**config.mk**
```make
export PLATFORM = sky130hd
export DESIGN_NAME = ir_nec_transmitter_flat
export DESIGN_NICKNAME = d
export VERILOG_FILES = /design/src/rtl/ir_pkg.sv /design/src/rtl/ir_nec_transmitter_if.sv /design/src/rtl/ir_carrier_gen.sv /design/src/rtl/ir_nec_transmitter.sv /design/src/flat_wrapper.sv
export SDC_FILE = /design/constraint.sdc
export NUM_CORES = 1
export LEC_CHECK = 0
export ABC_AREA = 0
export BUFFER_PORTS_ARGS = -buffer_cell sky130_fd_sc_hd__buf_4
export CAP_MARGIN = 5
export CELL_PAD_IN_SITES_DETAIL_PLACEMENT = 1
export CELL_PAD_IN_SITES_GLOBAL_PLACEMENT = 2
export CORE_UTILIZATION = 39
export DETAILED_ROUTE_END_ITERATION = 10
export PLACE_DENSITY_LB_ADDON = 0.1
export SYNTH_ARGS = -nofsm -noshare
export SYNTH_HDL_FRONTEND = slang
export SYNTH_SLANG_ARGS = --single-unit
```
**constraint.sdc**
```tcl
create_clock -name clk_pixel_in -period 4.1 [get_ports clk_pixel_in]
set_clock_uncertainty 0.05 [all_clocks]
set_input_delay 0 -clock clk_pixel_in [delete_from_list [all_inputs] [get_ports clk_pixel_in]]
set_output_delay 0 -clock clk_pixel_in [all_outputs]
set_load 0.02 [all_outputs]
```
**src/rtl/ir_pkg.sv**
```systemverilog
// ir_pkg: NEC unit counts, transmitter state type and shared attack codes.
package ir_pkg;
  localparam int LDR_MARK_UNITS   = 16;
  localparam int LDR_SPACE_UNITS  = 8;
  localparam int ZERO_SPACE_UNITS = 1;
  localparam int ONE_SPACE_UNITS  = 3;
  localparam int STOP_UNITS       = 1;
  localparam logic [31:0] BLOCK_CODE = 32'hDEADBEEF;
  localparam logic [31:0] LUNGE_CODE = 32'h20FACADE;
  typedef enum logic [2:0] {
    IDLE, LDR_MARK, LDR_SPACE, BIT_MARK, BIT_SPACE, STOP_MARK, GAP
  } ir_tx_state_t;
  function automatic logic is_mark(ir_tx_state_t s);
    return s inside {LDR_MARK, BIT_MARK, STOP_MARK};
  endfunction
endpackage

```
**src/rtl/ir_nec_transmitter_if.sv**
```systemverilog
// ir_nec_transmitter_if: code handshake between the attack logic and the NEC transmitter.
interface ir_nec_transmitter_if;
  logic [31:0] code_in;
  logic        code_valid_in;
  logic        ready_out;
  modport master (output code_in, code_valid_in, input ready_out);
  modport slave  (input code_in, code_valid_in, output ready_out);
endinterface

```
**src/rtl/ir_carrier_gen.sv**
```systemverilog
// ir_carrier_gen: 50% duty carrier that restarts high on every mark start.
module ir_carrier_gen #(
  parameter int HALF_CYCLES = 977
) (
  input  logic clk,
  input  logic rst_n,
  input  logic restart_i,
  output logic carrier_o
);
  logic [15:0] cnt_q;
  logic        car_q;
  always_ff @(posedge clk or negedge rst_n) begin
    if (!rst_n) begin
      cnt_q <= '0;
      car_q <= 1'b0;
    end else if (restart_i) begin
      cnt_q <= '0;
      car_q <= 1'b1;
    end else if (cnt_q == 16'(HALF_CYCLES - 1)) begin
      cnt_q <= '0;
      car_q <= ~car_q;
    end else begin
      cnt_q <= cnt_q + 16'd1;
    end
  end
  assign carrier_o = car_q;
endmodule

```
**src/rtl/ir_nec_transmitter.sv**
```systemverilog
// ir_nec_transmitter: serialises a 32-bit code LSB-first as an NEC frame on ir_out.
// Define IR_CARRIER_EN to modulate marks with the carrier; otherwise ir_out is the raw envelope.
module ir_nec_transmitter
  import ir_pkg::*;
#(
  parameter int UNIT_CYCLES         = 41766,
  parameter int CARRIER_HALF_CYCLES = 977,
  parameter int GAP_UNITS           = 16
) (
  input  logic                 clk_pixel_in,
  input  logic                 rst_n_in,
  ir_nec_transmitter_if.slave  tx,
  output logic                 busy_out,
  output logic                 mark_out,
  output logic                 ir_out,
  output logic                 done_out
);
  localparam int CW = $clog2(UNIT_CYCLES + 1);

  if (UNIT_CYCLES < 2 || CARRIER_HALF_CYCLES < 1 || GAP_UNITS < 1 || GAP_UNITS > 31) begin : g_bad_param
    $error("ir_nec_transmitter: parameter out of range");
  end

  ir_tx_state_t state_q, state_d;
  logic [CW-1:0] cyc_q, cyc_d;
  logic [4:0]    unit_q, unit_d, bit_q, bit_d, seg_len;
  logic [31:0]   shift_q, shift_d;
  logic          ready_q, done_q, unit_wrap, seg_end;

  // Segment length in units; a BIT_SPACE length depends on the bit being sent.
  assign seg_len = state_q == LDR_MARK  ? 5'(LDR_MARK_UNITS)  :
                   state_q == LDR_SPACE ? 5'(LDR_SPACE_UNITS) :
                   state_q == BIT_SPACE ? (shift_q[0] ? 5'(ONE_SPACE_UNITS) : 5'(ZERO_SPACE_UNITS)) :
                   state_q == STOP_MARK ? 5'(STOP_UNITS)      :
                   state_q == GAP       ? 5'(GAP_UNITS)       : 5'd1;
  assign unit_wrap = cyc_q == CW'(UNIT_CYCLES - 1);
  assign seg_end   = unit_wrap && unit_q == seg_len - 5'd1;

  always_comb begin
    state_d = state_q;
    shift_d = shift_q;
    bit_d   = bit_q;
    case (state_q)
      IDLE: if (tx.code_valid_in && ready_q) begin
        state_d = LDR_MARK;
        shift_d = tx.code_in;
      end
      LDR_MARK:  if (seg_end) state_d = LDR_SPACE;
      LDR_SPACE: if (seg_end) state_d = BIT_MARK;
      BIT_MARK:  if (seg_end) state_d = BIT_SPACE;
      BIT_SPACE: if (seg_end) begin
        shift_d = shift_q >> 1;
        bit_d   = bit_q + 5'd1;
        state_d = bit_q == 5'd31 ? STOP_MARK : BIT_MARK;
      end
      STOP_MARK: if (seg_end) state_d = GAP;
      GAP:       if (seg_end) state_d = IDLE;
      default:   state_d = IDLE;
    endcase
    cyc_d  = (state_d != state_q || unit_wrap) ? '0 : cyc_q + CW'(1);
    unit_d = state_d != state_q ? '0 : unit_q + 5'(unit_wrap);
  end

  always_ff @(posedge clk_pixel_in or negedge rst_n_in) begin
    if (!rst_n_in) begin
      state_q <= IDLE;
      cyc_q   <= '0;
      unit_q  <= '0;
      bit_q   <= '0;
      shift_q <= '0;
      ready_q <= 1'b0;
      done_q  <= 1'b0;
    end else begin
      state_q <= state_d;
      cyc_q   <= cyc_d;
      unit_q  <= unit_d;
      bit_q   <= bit_d;
      shift_q <= shift_d;
      ready_q <= state_d == IDLE;
      done_q  <= state_q == GAP && state_d == IDLE;
    end
  end

  assign tx.ready_out = ready_q;
  assign busy_out     = state_q != IDLE;
  assign mark_out     = is_mark(state_q);
  assign done_out     = done_q;

`ifdef IR_CARRIER_EN
  logic carrier;
  ir_carrier_gen #(.HALF_CYCLES(CARRIER_HALF_CYCLES)) u_carrier (
    .clk       (clk_pixel_in),
    .rst_n     (rst_n_in),
    .restart_i (is_mark(state_d) && !is_mark(state_q)),
    .carrier_o (carrier)
  );
  assign ir_out = mark_out & carrier;
`else
  assign ir_out = mark_out;
`endif
endmodule

```
**src/flat_wrapper.sv**
```systemverilog
// flat-port wrapper written by rule: the top's interface ports become plain ports
module ir_nec_transmitter_flat import ir_pkg::*;
#(
  parameter int UNIT_CYCLES         = 41766,
  parameter int CARRIER_HALF_CYCLES = 977,
  parameter int GAP_UNITS           = 16
)
  (clk_pixel_in, rst_n_in, busy_out, mark_out, ir_out, done_out, tx_code_in, tx_code_valid_in, tx_ready_out);
  ir_nec_transmitter_if tx_i ();
  input  logic clk_pixel_in;
  input  logic rst_n_in;
  output logic busy_out;
  output logic mark_out;
  output logic ir_out;
  output logic done_out;
  input wire logic [$bits(tx_i.code_in)-1:0] tx_code_in;
  input wire logic [$bits(tx_i.code_valid_in)-1:0] tx_code_valid_in;
  output wire logic [$bits(tx_i.ready_out)-1:0] tx_ready_out;
  assign tx_i.code_in = tx_code_in;
  assign tx_i.code_valid_in = tx_code_valid_in;
  assign tx_ready_out = tx_i.ready_out;
  ir_nec_transmitter #(.UNIT_CYCLES(UNIT_CYCLES), .CARRIER_HALF_CYCLES(CARRIER_HALF_CYCLES), .GAP_UNITS(GAP_UNITS)) u_core (.clk_pixel_in(clk_pixel_in), .rst_n_in(rst_n_in), .tx(tx_i), .busy_out(busy_out), .mark_out(mark_out), .ir_out(ir_out), .done_out(done_out));
endmodule
```
==> summary.txt <==
Timing
  – Crit share post-route: 82.42%
  – Fin crit period: 3.379 ns
  – Max Freq: about 300 MHz
  – Slew Viols, Final: 0
  – Slew @ Worst Pin: just over 0.8 ns
  – # setup viols final: 0
  – Final Hold Violating Endpoints: 0
  – Worst slew margin: 44.68%
  – Setup TNS Final: 0 ns
  – RSZ-0062 raised after global routing: no

Die
  – Num rows: 33
  – Number of I/O pins: 40
  – Die Area: between 0.008 and 0.009 sq mm
  – Die X: about 94 microns
  – Core region area: roughly 0.0083 sq mm
  – Starting density of the core: roughly 40%
  – Die Y: approximately 94 microns

Drt
  – Starting DRT DRC Count: 77
  – Avg WL per Cell: around 15 microns
  – Antenna Violating Nets Remaining: 0
  – DR vias: approximately 2,400
  – DRT Pass-1 Iters: 4
  – # DRC: 0
  – Vias per std cell: 5.103
  – Final wirelength: roughly 7000 microns

Synthesis
  – Top_reg_cell synth: dfrtp_1
  – Number of flops mapped to enable cells by yosys: 0
  – Synth Instances: around 280
  – Synth async-reset ratio: between 90% and 100%
  – Yosys cell types: between 40 and 50
  – Net count after synthesis: 325
  – Sequential fraction of the synthesis area: about 47%
  – Seq cells post-synth: 63
  – Synth warn: 0
  – Netlist Area Pre-Place: between 0.003 and 0.004 sq mm
  – Avg Cell Area, Syn: roughly 12 sq um

Worst setup path
  – Reg-to-reg slack, setup: approximately 0.72 ns
  – Critical-path top delay cell: dfrtp_1
  – Critical Path End Type: flop
  – CP Class: reg2reg
  – CP endpoint: u_core.shift_q[12]
  – CP dominant cell by count: ha_1
  – Worst r2r src: u_core.state_q[2]
  – Crit path launch: u_core.state_q[2]
  – CP max FO: 35
  – Critical Path, Cell by Cell: inv_1 > nor3_1 > buf_4 > nand2_1 > ha_1 > ha_1 > xor2_1 > a221oi_1 > o22ai_2 > nand3_4 > mux2_2
  – Crit path arrival time: ~3.6 ns
  – FF-to-FF path depth: 11
  – Max incr delay on CP: between 0.5 and 0.6 ns
  – CP startpoint kind: flop
  – FF-to-FF End: u_core.shift_q[12]
  – Worst EP required: 4.27 ns

Placed design
  – Final HPWL DP: 4456 microns
  – IO Port Bufs: 39
  – Final Wtd Congestion: a little over 0.7

Pwr
  – Share of power burned in registers: approximately half
  – Combinational share of power: under 10%
  – Switch Pwr: between 0.2 and 0.3 mW
  – Peak supply drop: approximately 0.19 mV
  – Switch share: 19.66%
  – PwrDens: a little over 300 mW/mm^2
  – P_int: a little over 1 mW
  – Leak pwr: just over 2 nW
  – Clock group share of total power: between 40% and 50%

GRT
  – Global-route wire length before repair: ~12,000 microns
  – Gr usage total: around 18%
  – Gr ovfl total: 0
  – Vias in the first global route: between 2,000 and 2,500
  – Largest net degree at the start of global routing: 64
  – Initial antenna violation count: 0

Final layout
  – Final Core Density: roughly half
  – Fillers: roughly 890
  – Nets: approximately 400
  – Share of layout cells above drive strength 1: ~34%
  – Footprint of the multi-input gates: around 0.0016 sq mm
  – Most common cell after layout, fill and taps aside: dfrtp_1
  – Area Overhead vs Synth: 27.31%
  – Commonest non-fill, non-tap cells in the layout: 63 x dfrtp_1, 60 x mux2_2, 42 x buf_4, 32 x dlygate4sd3_1, 24 x nor2_1
  – Antenna cells: 0
  – Register area: ~0.0016 sq mm

Clocking
  – Root buf cell: clkbuf_8
  – Clock Sinks: 63
  – CTS resizes: 0
  – CTS tree: done
  – CTS buffer count: 9
  – Setup Buffers After CTS: 0
  – Worst-Skew Late Latency: ~0.33 ns
  – Clock Path Buffers: 2
  – H-tree Lvls: 3
  – CTS clock-pin slew for the worst setup and hold paths: approximately 0.07 ns

Job
  – Max cap viols: 0

Run status
  – Status: finished, final reports clean

Hold path
  – Hold crit path type: in2reg
what timing repair did:
action	in CTS	in global routing
hold endpoints to repair	94	0
hold buffers	32	0
endpoints found under the setup margin	0	0
cell usage after synthesis (2+ instances only):
library cell / instances / share of area (%)
dfrtp_1: 63 / 47
mux2_2: 60 / 20
nor2_1: 24 / 2.7
xor2_1: 15 / 3.9
nand2_1: 12 / 1.4
nand4_1: 9 / 1.7
xnor2_1: 9 / 2.4
ha_1: 8 / 3.0
inv_1: 7 / 0.79
nand3_1: 7 / 1.1
a21oi_1: 6 / 0.90
buf_2: 5 / 0.75
and3_1: 4 / 0.75
nor2b_1: 4 / 0.75
a21boi_0: 3 / 0.68
a31oi_1: 3 / 0.56
buf_6: 3 / 1.0
or4_1: 3 / 0.68
and3b_1: 2 / 0.53
buf_4: 2 / 0.45
clkbuf_1: 2 / 0.23
mux2_1: 2 / 0.68
nor4_1: 2 / 0.38
nor4b_2: 2 / 0.90
o21ai_0: 2 / 0.30
worst min-delay path by stage:
stage                               endpoint             start  slack (ns)  cells after the start
after floorplan              u_core.bit_q[0]          rst_n_in       -0.35                      0
after global placement    u_core.shift_q[29]          rst_n_in        0.11                      1
after detailed placement  u_core.shift_q[29]          rst_n_in        0.10                      1
after CTS                  u_core.state_q[0]  tx_code_valid_in        0.02                      3
after global routing       u_core.state_q[0]  tx_code_valid_in        0.02                      3
final                      u_core.state_q[0]  tx_code_valid_in        0.03                      3
logic make-up (layout without fill, tap and decap cells):
family / Yosys count / after routing / share of synthesized area, %
XOR/XNOR: 24 / 24 / 6.311
AO/OA/AOI/OAI: 25 / 25 / 5.297
multiplexers: 63 / 63 / 21.26
buffers and inverters: 19 / 97 / 3.231
flip-flops: 63 / 63 / 47.33
adder cells (fa/ha/maj): 8 / 8 / 3.005
AND/OR/NAND/NOR: 80 / 80 / 13.56
worst max-delay path, delay by kind of cell (launching register included):
kind / cells / cell delay [ns]
AO/OA/AOI/OAI: 2 / 0.65
XOR/XNOR: 1 / 0.17
adder cells (fa/ha/maj): 2 / 0.42
buffers and inverters: 2 / 0.37
flip-flops: 1 / 0.54
multiplexers: 1 / 0.39
AND/OR/NAND/NOR: 3 / 0.64
power groups by stage:
stage	Sequential [mW]	Clock, mW	Combinational [mW]
floorplan	0.633	0	0.000263
global placement	0.633	0	0.0384
detailed placement	0.633	0	0.0383
CTS	0.621	0.630	0.0624
global route	0.621	0.660	0.0685
finish	0.621	0.608	0.0619
cell type report:
type	count	share of cell area (%)
clock buffers	13	3.747
clock inverters	3	1.534
inverters	7	0.6197
multi-input cells	200	38.83
flip-flops and latches	63	37.18
well taps	105	3.098
repair buffers	74	14.99
state kept, by name, indices dropped and copies added (netlist names):
register	flops
u_core.shift_q	32
u_core.bit_q	5
u_core.unit_q	5
u_core.cyc_q	16
u_core.tx.ready_out	1
u_core.state_q	3
u_core.done_out	1
metrics by stage:
step                power (mW)  area (sq um)  instances  hold WS (ns)  setup slack (ns)
CTS                      1.314          4240        465       0.01730            0.7053
floorplan               0.6336          3331        282       -0.3456             1.067
detailed placement      0.6714          3696        417        0.1025            0.7174
global placement        0.6716          3696        417        0.1091            0.8082
finish                   1.291          4240        465       0.03053            0.7207
global route             1.350          4240        465       0.02470            0.4560
metal layers:
layer | up-vias | share of wire, % | global-route usage, % | routed length [microns]
li1 | 1152 | - | - | -
met1 | 1176 | 48 | 23.78 | 3362
met2 | 37 | 47 | 28.26 | 3304
met3 | 8 | 2.6 | 3.865 | 182
met4 | 0 | 1.8 | 7.564 | 129
met5 | - | 0 | 0 | 0
Note: power is estimated with default switching activity, not from simulation.
